File: config.mk
export PLATFORM = sky130hd
export DESIGN_NAME = countdown_scan_ctrl
export DESIGN_NICKNAME = d
export VERILOG_FILES = /design/src/rtl/countdown_scan_ctrl.sv
export SDC_FILE = /design/constraint.sdc
export NUM_CORES = 1
export LEC_CHECK = 0
export CAP_MARGIN = 5
export CORE_MARGIN = 8
export CORE_UTILIZATION = 30
export CTS_BUF_LIST = sky130_fd_sc_hd__clkbuf_2 sky130_fd_sc_hd__clkbuf_4 sky130_fd_sc_hd__clkbuf_8
export CTS_CLUSTER_DIAMETER = 40
export DETAILED_ROUTE_END_ITERATION = 10
export PLACE_DENSITY = 0.56
export SLEW_MARGIN = 40
export SYNTH_ARGS = -nofsm -noshare
export SYNTH_HDL_FRONTEND = slang
export SYNTH_SLANG_ARGS = --single-unit
File: constraint.sdc
create_clock -name clk -period 5.5 [get_ports clk]
set_clock_uncertainty 0.15 [all_clocks]
set_input_delay 1.1 -clock clk [delete_from_list [all_inputs] [get_ports clk]]
set_output_delay 1.1 -clock clk [all_outputs]
set_load 0.05 [all_outputs]
File: src/rtl/countdown_scan_ctrl.sv
// countdown_scan_ctrl: single-digit countdown shown on an 8x8 red/green matrix.
// Runs the 1 s decrement tick and the IDLE/RUN/PAUSE/DONE state machine, and
// scans the matrix one row at a time.
// Optional build macro COUNTDOWN_SCAN_CTRL_BLINK_EN: blink the red digit in DONE.
module countdown_scan_ctrl #(
  parameter int unsigned TICK_DIV  = 1000,
  parameter int unsigned SCAN_DIV  = 1,
  parameter int unsigned START_VAL = 5
) (
  input  logic       clk,
  input  logic       rst,
  input  logic       start,
  input  logic       pause,
  output logic [7:0] row,
  output logic [7:0] colr,
  output logic [7:0] colg,
  output logic [3:0] digit,
  output logic       done
);

  typedef enum logic [1:0] {
    ST_IDLE  = 2'd0,
    ST_RUN   = 2'd1,
    ST_PAUSE = 2'd2,
    ST_DONE  = 2'd3
  } state_t;

  localparam logic [9:0] TICK_LAST   = 10'(TICK_DIV - 1);
  localparam logic [7:0] SCAN_LAST   = 8'(SCAN_DIV - 1);
  localparam logic [3:0] START_DIGIT = 4'(START_VAL);

  state_t      state_reg, state_next;
  logic [3:0]  digit_reg, digit_next;
  logic [9:0]  tick_cnt_reg, tick_cnt_next;
  logic        tick_wrap;
  logic        blank;

  logic [7:0]  scan_div_reg;
  logic [2:0]  scan_idx_reg;
  logic [7:0]  row_reg, colr_reg, colg_reg;
  logic [7:0]  pattern;
  logic [7:0]  colr_next, colg_next;

  // Font ROM: rows 1..6 of each digit, row 1 in the top byte. Rows 0 and 7
  // are always blank so the digit never touches the matrix edge.
  function automatic logic [7:0] glyph(input logic [3:0] d, input logic [2:0] r);
    logic [47:0] rows;
    case (d)
      4'd0:    rows = 48'h3C_66_66_66_66_3C;
      4'd1:    rows = 48'h18_38_18_18_18_3C;
      4'd2:    rows = 48'h3C_66_0C_18_30_7E;
      4'd3:    rows = 48'h3C_06_1C_06_66_3C;
      4'd4:    rows = 48'h0C_1C_2C_4C_7E_0C;
      4'd5:    rows = 48'h7E_60_7C_06_66_3C;
      4'd6:    rows = 48'h3C_60_7C_66_66_3C;
      4'd7:    rows = 48'h7E_06_0C_18_18_18;
      4'd8:    rows = 48'h3C_66_3C_66_66_3C;
      4'd9:    rows = 48'h3C_66_66_3E_06_3C;
      default: rows = 48'h0;
    endcase
    if (r == 3'd0 || r == 3'd7) begin
      return 8'h00;
    end
    return rows[(6 - int'(r)) * 8 +: 8];
  endfunction

  // The tick counter reaching its last value is the one-cycle decrement tick.
  assign tick_wrap = (tick_cnt_reg == TICK_LAST);

  // Next-state, digit and tick-counter logic; start overrides everything.
  always_comb begin
    state_next    = state_reg;
    digit_next    = digit_reg;
    tick_cnt_next = tick_cnt_reg;
    if (start) begin
      digit_next    = START_DIGIT;
      tick_cnt_next = '0;
      state_next    = (START_VAL == 0) ? ST_DONE : ST_RUN;
    end else begin
      case (state_reg)
        ST_IDLE: begin
          tick_cnt_next = '0;
        end
        ST_RUN: begin
          tick_cnt_next = tick_wrap ? 10'd0 : tick_cnt_reg + 10'd1;
          if (pause) begin
            state_next = ST_PAUSE;
          end
          if (tick_wrap) begin
            if (digit_reg > 4'd1) begin
              digit_next = digit_reg - 4'd1;
            end else begin
              // Reaching zero takes priority over a simultaneous pause.
              digit_next = '0;
              state_next = ST_DONE;
            end
          end
        end
        ST_PAUSE: begin
          if (pause) begin
            state_next = ST_RUN;
          end
        end
        ST_DONE: begin
          digit_next = '0;
`ifdef COUNTDOWN_SCAN_CTRL_BLINK_EN
          tick_cnt_next = tick_wrap ? 10'd0 : tick_cnt_reg + 10'd1;
`else
          tick_cnt_next = '0;
`endif
        end
        default: begin
          state_next = ST_IDLE;
        end
      endcase
    end
  end

  // Control state registers.
  always_ff @(posedge clk or negedge rst) begin
    if (!rst) begin
      state_reg    <= ST_IDLE;
      digit_reg    <= START_DIGIT;
      tick_cnt_reg <= '0;
    end else begin
      state_reg    <= state_next;
      digit_reg    <= digit_next;
      tick_cnt_reg <= tick_cnt_next;
    end
  end

`ifdef COUNTDOWN_SCAN_CTRL_BLINK_EN
  logic blink_reg, blink_next;

  // Blink flag toggles on every tick wrap while DONE, and is 0 anywhere else.
  always_comb begin
    blink_next = 1'b0;
    if (!start && state_reg == ST_DONE) begin
      blink_next = blink_reg ^ tick_wrap;
    end
  end

  // Blink flag register.
  always_ff @(posedge clk or negedge rst) begin
    if (!rst) begin
      blink_reg <= 1'b0;
    end else begin
      blink_reg <= blink_next;
    end
  end

  assign blank = blink_reg;
`else
  assign blank = 1'b0;
`endif

  // Scan divider and row index run freely in every state.
  always_ff @(posedge clk or negedge rst) begin
    if (!rst) begin
      scan_div_reg <= '0;
      scan_idx_reg <= '0;
    end else if (scan_div_reg == SCAN_LAST) begin
      scan_div_reg <= '0;
      scan_idx_reg <= scan_idx_reg + 3'd1;
    end else begin
      scan_div_reg <= scan_div_reg + 8'd1;
    end
  end

  assign pattern = glyph(digit_reg, scan_idx_reg);

  // Column colour chosen from the registered state.
  always_comb begin
    colr_next = '0;
    colg_next = '0;
    case (state_reg)
      ST_IDLE, ST_RUN: begin
        colg_next = pattern;
      end
      ST_PAUSE: begin
        colr_next = pattern;
        colg_next = pattern;
      end
      ST_DONE: begin
        if (!blank) begin
          colr_next = pattern;
        end
      end
      default: begin
        colr_next = '0;
      end
    endcase
  end

  // Row and column pins update together so a frame never mixes two rows.
  always_ff @(posedge clk or negedge rst) begin
    if (!rst) begin
      row_reg  <= 8'hFF;
      colr_reg <= '0;
      colg_reg <= '0;
    end else begin
      row_reg  <= ~(8'h01 << scan_idx_reg);
      colr_reg <= colr_next;
      colg_reg <= colg_next;
    end
  end

  assign row   = row_reg;
  assign colr  = colr_reg;
  assign colg  = colg_reg;
  assign digit = digit_reg;
  assign done  = (state_reg == ST_DONE);

endmodule

### Yosys cells after proc, flatten, opt, wreduce, memory -nomap -nowiden

Memory sizes are Yosys's and may differ from the RTL's.
Index checks and enable logic that the tools add are counted.
W data, S select, Z words.

| word-level totals | value |
|---|---|
| word-level logic and storage cells | 56 |
| flip-flop bits (word level) | 51 |
| memory bits (read-only) | 576 |
| memories | 1 |

| cells by class | value |
|---|---|
| reduce and logical (&&, ||, !) cells | 12 |
| $add $sub $neg | 5 |
| $lt $le $gt $ge | 1 |
| mux-type cells | 19 |
| bitwise operators | 1 |
| shift operators | 2 |
| equal/unequal tests | 7 |

Memory list:

| name | depth | width | rd ports | clocked after Yosys merged registers in | write ports | line | RTL |
|---|---|---|---|---|---|---|---|
| (no name shown) | 16 | 36 | 1 | 0 | 0 | 48 | `case (d)` |

Operator list:

| cell | count |
|---|---|
| $shiftx A48 B7 Y8 | 1 |
| $mux W8 | 5 |
| $mux W10 | 2 |
| $pmux W10 S2 | 1 |
| $mux W4 | 3 |
| $add A10 B1 Y10 const B | 1 |
| $eq A10 B10 Y1 const B | 1 |
| $mux W2 | 5 |
| $reduce_bool A3 Y1 | 3 |
| $add A8 B1 Y8 const B | 1 |
| $logic_not A8 Y1 | 1 |
| $not A8 Y8 | 1 |
| $pmux W4 S2 | 1 |
| $shl A1 B3 Y8 const A | 1 |
| $ne A3 B3 Y1 const B | 2 |
| $eq A2 B2 Y1 const B | 2 |
| $gt A4 B1 Y1 const B | 1 |
| $pmux W2 S2 | 1 |
| $reduce_and A2 Y1 | 2 |
| $reduce_or A2 Y1 | 2 |
| $sub A3 B3 Y4 const A | 1 |
| $sub A4 B1 Y4 const B | 1 |
| $add A3 B1 Y3 const B | 1 |
| $eq A3 B3 Y1 const B | 1 |
| other kinds (6) | 6 |

### Depth between registers and ports, before layout

| depth | value |
|---|---|
| depth after elaboration | 5 |
| gate-level depth with buffers | 9 |
| depth with buffers taken out | 7 |

### Least setup slack after synthesis

No wires, ideal clock.

| timing | value |
|---|---|
| path kind | reg-to-reg |
| start | reg digit_reg[1] (netlist: digit[1]) |
| end | reg colg_reg[5] (netlist: colg[5]) |
| setup slack | 3.054 ns |
| arrival time | 2.161 ns |
| data required time | 5.215 ns |
| stages on the path, launching flop included | 9 |
| clock period less this slack | 2.446 ns |
| buffers on the path | 1 |
| setup time | 0.135 ns |
| cell sequence | dfrtp_1 inv_1 ha_1 buf_2 nand2b_1 a21oi_1 o22ai_1 a221oi_1 nor3b_1 |

| between the ends | value |
|---|---|
| longest elaborated chain between the ends | 4 |

RTL lines:

| what | line | RTL |
|---|---|---|
| from (decl) | 33 | `logic [3:0] digit_reg, digit_next;` |
| from (signal assigned) | 127 | `digit_reg <= digit_next;` |
| $mem_v2 Z16 W36 | - |  |
| $shiftx A48 B7 Y8 | 64 | `return rows[(6 - int'(r)) * 8 +: 8];` |
| $mux W8 | 64 |  |
| $mux W8 | 176 | `case (state_reg)` |
| via colg_next[5] | 42 | `logic [7:0] colr_next, colg_next;` |
| to (signal assigned) | 204 | `colg_reg <= colg_next;` |
| to (decl) | 40 | `logic [7:0] row_reg, colr_reg, colg_reg;` |

The timed path passes the listed nets, and every way through them passes these cells.
A chain may end at the register's enable or synchronous reset.

### Worst setup path in the final report

| timing | value |
|---|---|
| start | reg digit_reg[2] (netlist: digit[2]) |
| end | out digit[2] |

RTL lines:

| what | line | RTL |
|---|---|---|
| to (decl) | 17 | `output logic [3:0] digit,` |

No word-level cell between the ends.

==> run summary <==
### Die
* **Top-Level Pins** 33
* **Placement Rows** 35
* **area of the die** 13000 um2
* **area of the placeable core** 9280 um2
* **starting utilization of the core area** 31.0%
* **width of the die** 114 um
* **Die Height** 114 um

### Yosys
* **xor/xnor share of the synthesized area** 4.86%
* **cell count after synthesis** 310
* **post-synthesis sequential area ratio** 41.3%
* **largest family of logic cells by synthesized area** simple AND/OR/NAND/NOR gates
* **Post-Syn Area per Cell** 9.30 um2
* **async set-or-reset flop fraction in the synthesized netlist** 100%
* **mux contribution to synthesized area** 1.82%
* **Synth Flop Type** dfrtp_1
* **adder-cell area share of the yosys netlist** 8.25%
* **count of state elements after synthesis** 47
* **compound-cell area share of the yosys netlist** 17.3%
* **Mapped Area** 2880 um2
* **simple logic cell fraction of the synthesized area** 20.4%
* **number of warnings printed during yosys synthesis** 0
* **Post-synth EDFFs** 0
* **Synth cell types** 59

### CTS
* **Num CTS Buffers** 5
* **library cell used as clock root buffer** clkbuf_8
* **H-Tree Depth** 2
* **setup fix buffers added after clock tree synthesis** 0
* **Bufs on Longest Clock Path** 2
* **TritonCTS sink count** 47
* **TritonCTS clock tree** yes
* **Post-CTS Hold Fix Bufs** 0
* **register clock-pin slew on the reported worst setup and hold paths** 0.10 ns
* **clock network latency to the later pin of the worst-skew pair** 0.31 ns
* **number of gates given a new drive strength after cts** 0

### Worst setup path
* **worst r2r src** scan_idx_reg[0]$_DFFE_PN0N_
* **category of the worst setup path launch point** flop
* **startpoint-to-endpoint class of the critical path** flop to output port
* **Data required, critical path** 4.25 ns
* **Crit. End Element** output port
* **kind of cell adding the most delay to the critical path** buffers and inverters
* **critical path cell sequence** clkdlybuf4s50_1
* **arrival time of the worst setup path** 2.06 ns
* **largest fanout on the critical path** 28
* **master of the slowest instance on the critical path** clkdlybuf4s50_1
* **biggest cell delay along the critical path** 0.91 ns
* **critical path launch point** digit[2]$_DFFE_PN1P_
* **combined buffer and inverter count along the critical path** 1

### Timing
* **slew at the pin closest to its max-slew limit** 0.706 ns
* **final cycle utilization of the critical path** 60.2%
* **post-layout worst setup margin** 2.19 ns
* **sum of negative setup slack** 0 ns
* **unrepaired setup endpoints after global routing** no
* **time the worst path needs with I/O delays and setup** 3.31 ns
* **Final Max Tran Viols** 0
* **maximum clock frequency** 0.302 GHz
* **worst-case headroom to the max-slew limit** 52.9%
* **worst-case hold slack** 0.332 ns
* **endpoints failing hold** 0
* **Setup-failing EPs final** 0

### Placed design
* **pre-CTS setup slack** 2.36 ns
* **quantity of I/O buffers inserted on ports** 28
* **hpwl dp** 4550 um
* **GP Congestion** 0.895

### Route
* **number of optimization iterations in the first detailed-route pass** 4
* **drt wl/cell** 13.7 um
* **antenna-violating nets left** 0
* **DRT Wirelength** 6280 um
* **number of DRC markers in iteration 0** 134
* **number of vias per cell** 4.87
* **via count** 2241
* **Residual DRC** 0

### GRT
* **maximum number of pins on one net before global-route repair** 48
* **number of global-route vias before repair** 2172
* **global route overflow** 0
* **first-pass GRT wire length** 10500 um
* **number of antenna violations at the first check in global routing** 0
* **overall fraction of global-route tracks in use** 9.90%

### Run
* **number of max-cap violations** 0

### Status
* **result of the run** finished clean

### Power and ir drop
* **Pleak** 1.44 nW
* **power density of the placed cells** 292 nW/um2
* **Final Power** 0.970 mW
* **worst supply voltage drop on vdd** 0.109 mV

### Layout
* **FILL cells** 944
* **net count of the finished layout** 353
* **share of post-route cells with drive strength above 1** 10.6%
* **number of flip-flops under the largest register name** 10
* **number of diodes added for antenna fixing** 0
* **Syn-to-layout area delta** 15.3%

### Hold path
* **origin of the worst min-delay path** scan_div_reg[7]$_DFF_PN0_
* **class of the most critical hold timing path** flop to flop

-- power by group --
group          total [mW]  leakage (nW)  internal (mW)  switching [mW]
Clock               0.232        0.0467         0.0945           0.138
Sequential          0.407         0.613          0.363          0.0436
Combinational       0.331         0.784          0.129           0.202
Total               0.970          1.44          0.587           0.383
-- routing by layer --
| metal | GRT usage (%) | vias to the layer above | routed length, um |
|---|---|---|---|
| met5 | 0 | - | 0 |
| met4 | 4.08 | 0 | 129 |
| met3 | 3.12 | 12 | 545 |
| met2 | 14.5 | 96 | 2600 |
| met1 | 13.1 | 1022 | 3010 |
| li1 | - | 1111 | - |
-- layout by cell type, fill, tap and decap left out, types with 2 or more instances in the layout --
cell,synthesis,final
nor3b_1,3,3
xor2_1,3,3
nand2_1,30,30
dfrtp_1,37,36
nand3_1,9,9
o21a_1,3,3
a211oi_1,6,6
a21oi_1,20,20
nand4_1,3,3
xnor2_1,13,13
a21o_1,5,5
or3_1,2,2
or2_2,3,3
nand2b_1,10,10
and3_1,5,5
ha_1,19,19
conb_1,1,4
mux2_2,2,2
nor4b_1,2,2
a211o_1,3,3
mux2i_1,3,3
inv_1,17,17
clkdlybuf4s50_1,0,27
nor2_1,24,24
o21ai_0,15,15
nor3_1,12,12
clkbuf_8,0,5
o211ai_1,2,2
dfstp_2,10,10
a31oi_1,2,2
-- per-stage QoR --
stage	std cells	util (%)	area [um2]
after global placement	452	34.7	3220
after floorplan	313	-	2890
after global routing	460	35.8	3320
after detailed placement	452	34.7	3220
after CTS	460	35.8	3320
final	460	35.8	3320
-- synthesized netlist by cell type (all sizes together) (2+ instances only) --
master | number | area share [%]
dfrtp | 37 | 32
nand2 | 30 | 3.9
nor2 | 24 | 3.1
a21oi | 21 | 3.8
ha | 19 | 8.3
inv | 17 | 2.2
o21ai | 17 | 3.1
buf | 14 | 3.2
xnor2 | 13 | 4.0
nor3 | 12 | 2.1
dfstp | 10 | 9.1
nand2b | 10 | 2.2
nand3 | 10 | 1.9
a211oi | 6 | 1.6
a21o | 5 | 1.3
and3 | 5 | 1.1
clkbuf | 4 | 0.52
nor3b | 4 | 1.2
or2 | 4 | 0.87
a211o | 3 | 0.91
mux2i | 3 | 1.0
nand4 | 3 | 0.65
nor4b | 3 | 1.1
o21a | 3 | 0.78
xor2 | 3 | 0.91
a21boi | 2 | 0.91
a221oi | 2 | 0.82
a31oi | 2 | 0.43
mux2 | 2 | 0.78
o211ai | 2 | 0.52
or3 | 2 | 0.43
-- area by class of cell --
type | instances | area, um2 | share of cell area [%]
clock buffer | 5 | 68.8 | 2.07
clock inverter | 3 | 27.5 | 0.829
inverter | 17 | 63.8 | 1.92
multi-input combinational | 231 | 1530 | 46.1
sequential | 47 | 1190 | 35.8
tap | 129 | 161 | 4.86
timing repair buffer | 28 | 278 | 8.36
-- logic make-up (layout without fill, tap and decap cells) --
logic type / Yosys count / in the layout
mux: 5 / 5
compound gates: 74 / 74
simple gates: 113 / 113
xor+xnor: 16 / 16
buf+inv: 35 / 53
other cells: 1 / 4
fa+ha+maj: 19 / 19
flops: 47 / 47
-- worst paths after layout --
check	cells after the start	slack [ns]	to
worst max-delay path	1	2.19	digit[2]
worst min-delay path	1	0.33	scan_div_reg[7]$_DFF_PN0_
worst max register to register	6	2.61	colr[4]$_DFF_PN0_
worst min register to register	1	0.33	scan_div_reg[7]$_DFF_PN0_
max in group asynchronous	1	4.17	digit[3]$_DFFE_PN0P_
min in group asynchronous	1	0.62	tick_cnt_reg[7]$_DFFE_PN0P_
No activity file was read; power rests on OpenSTA's default activity.
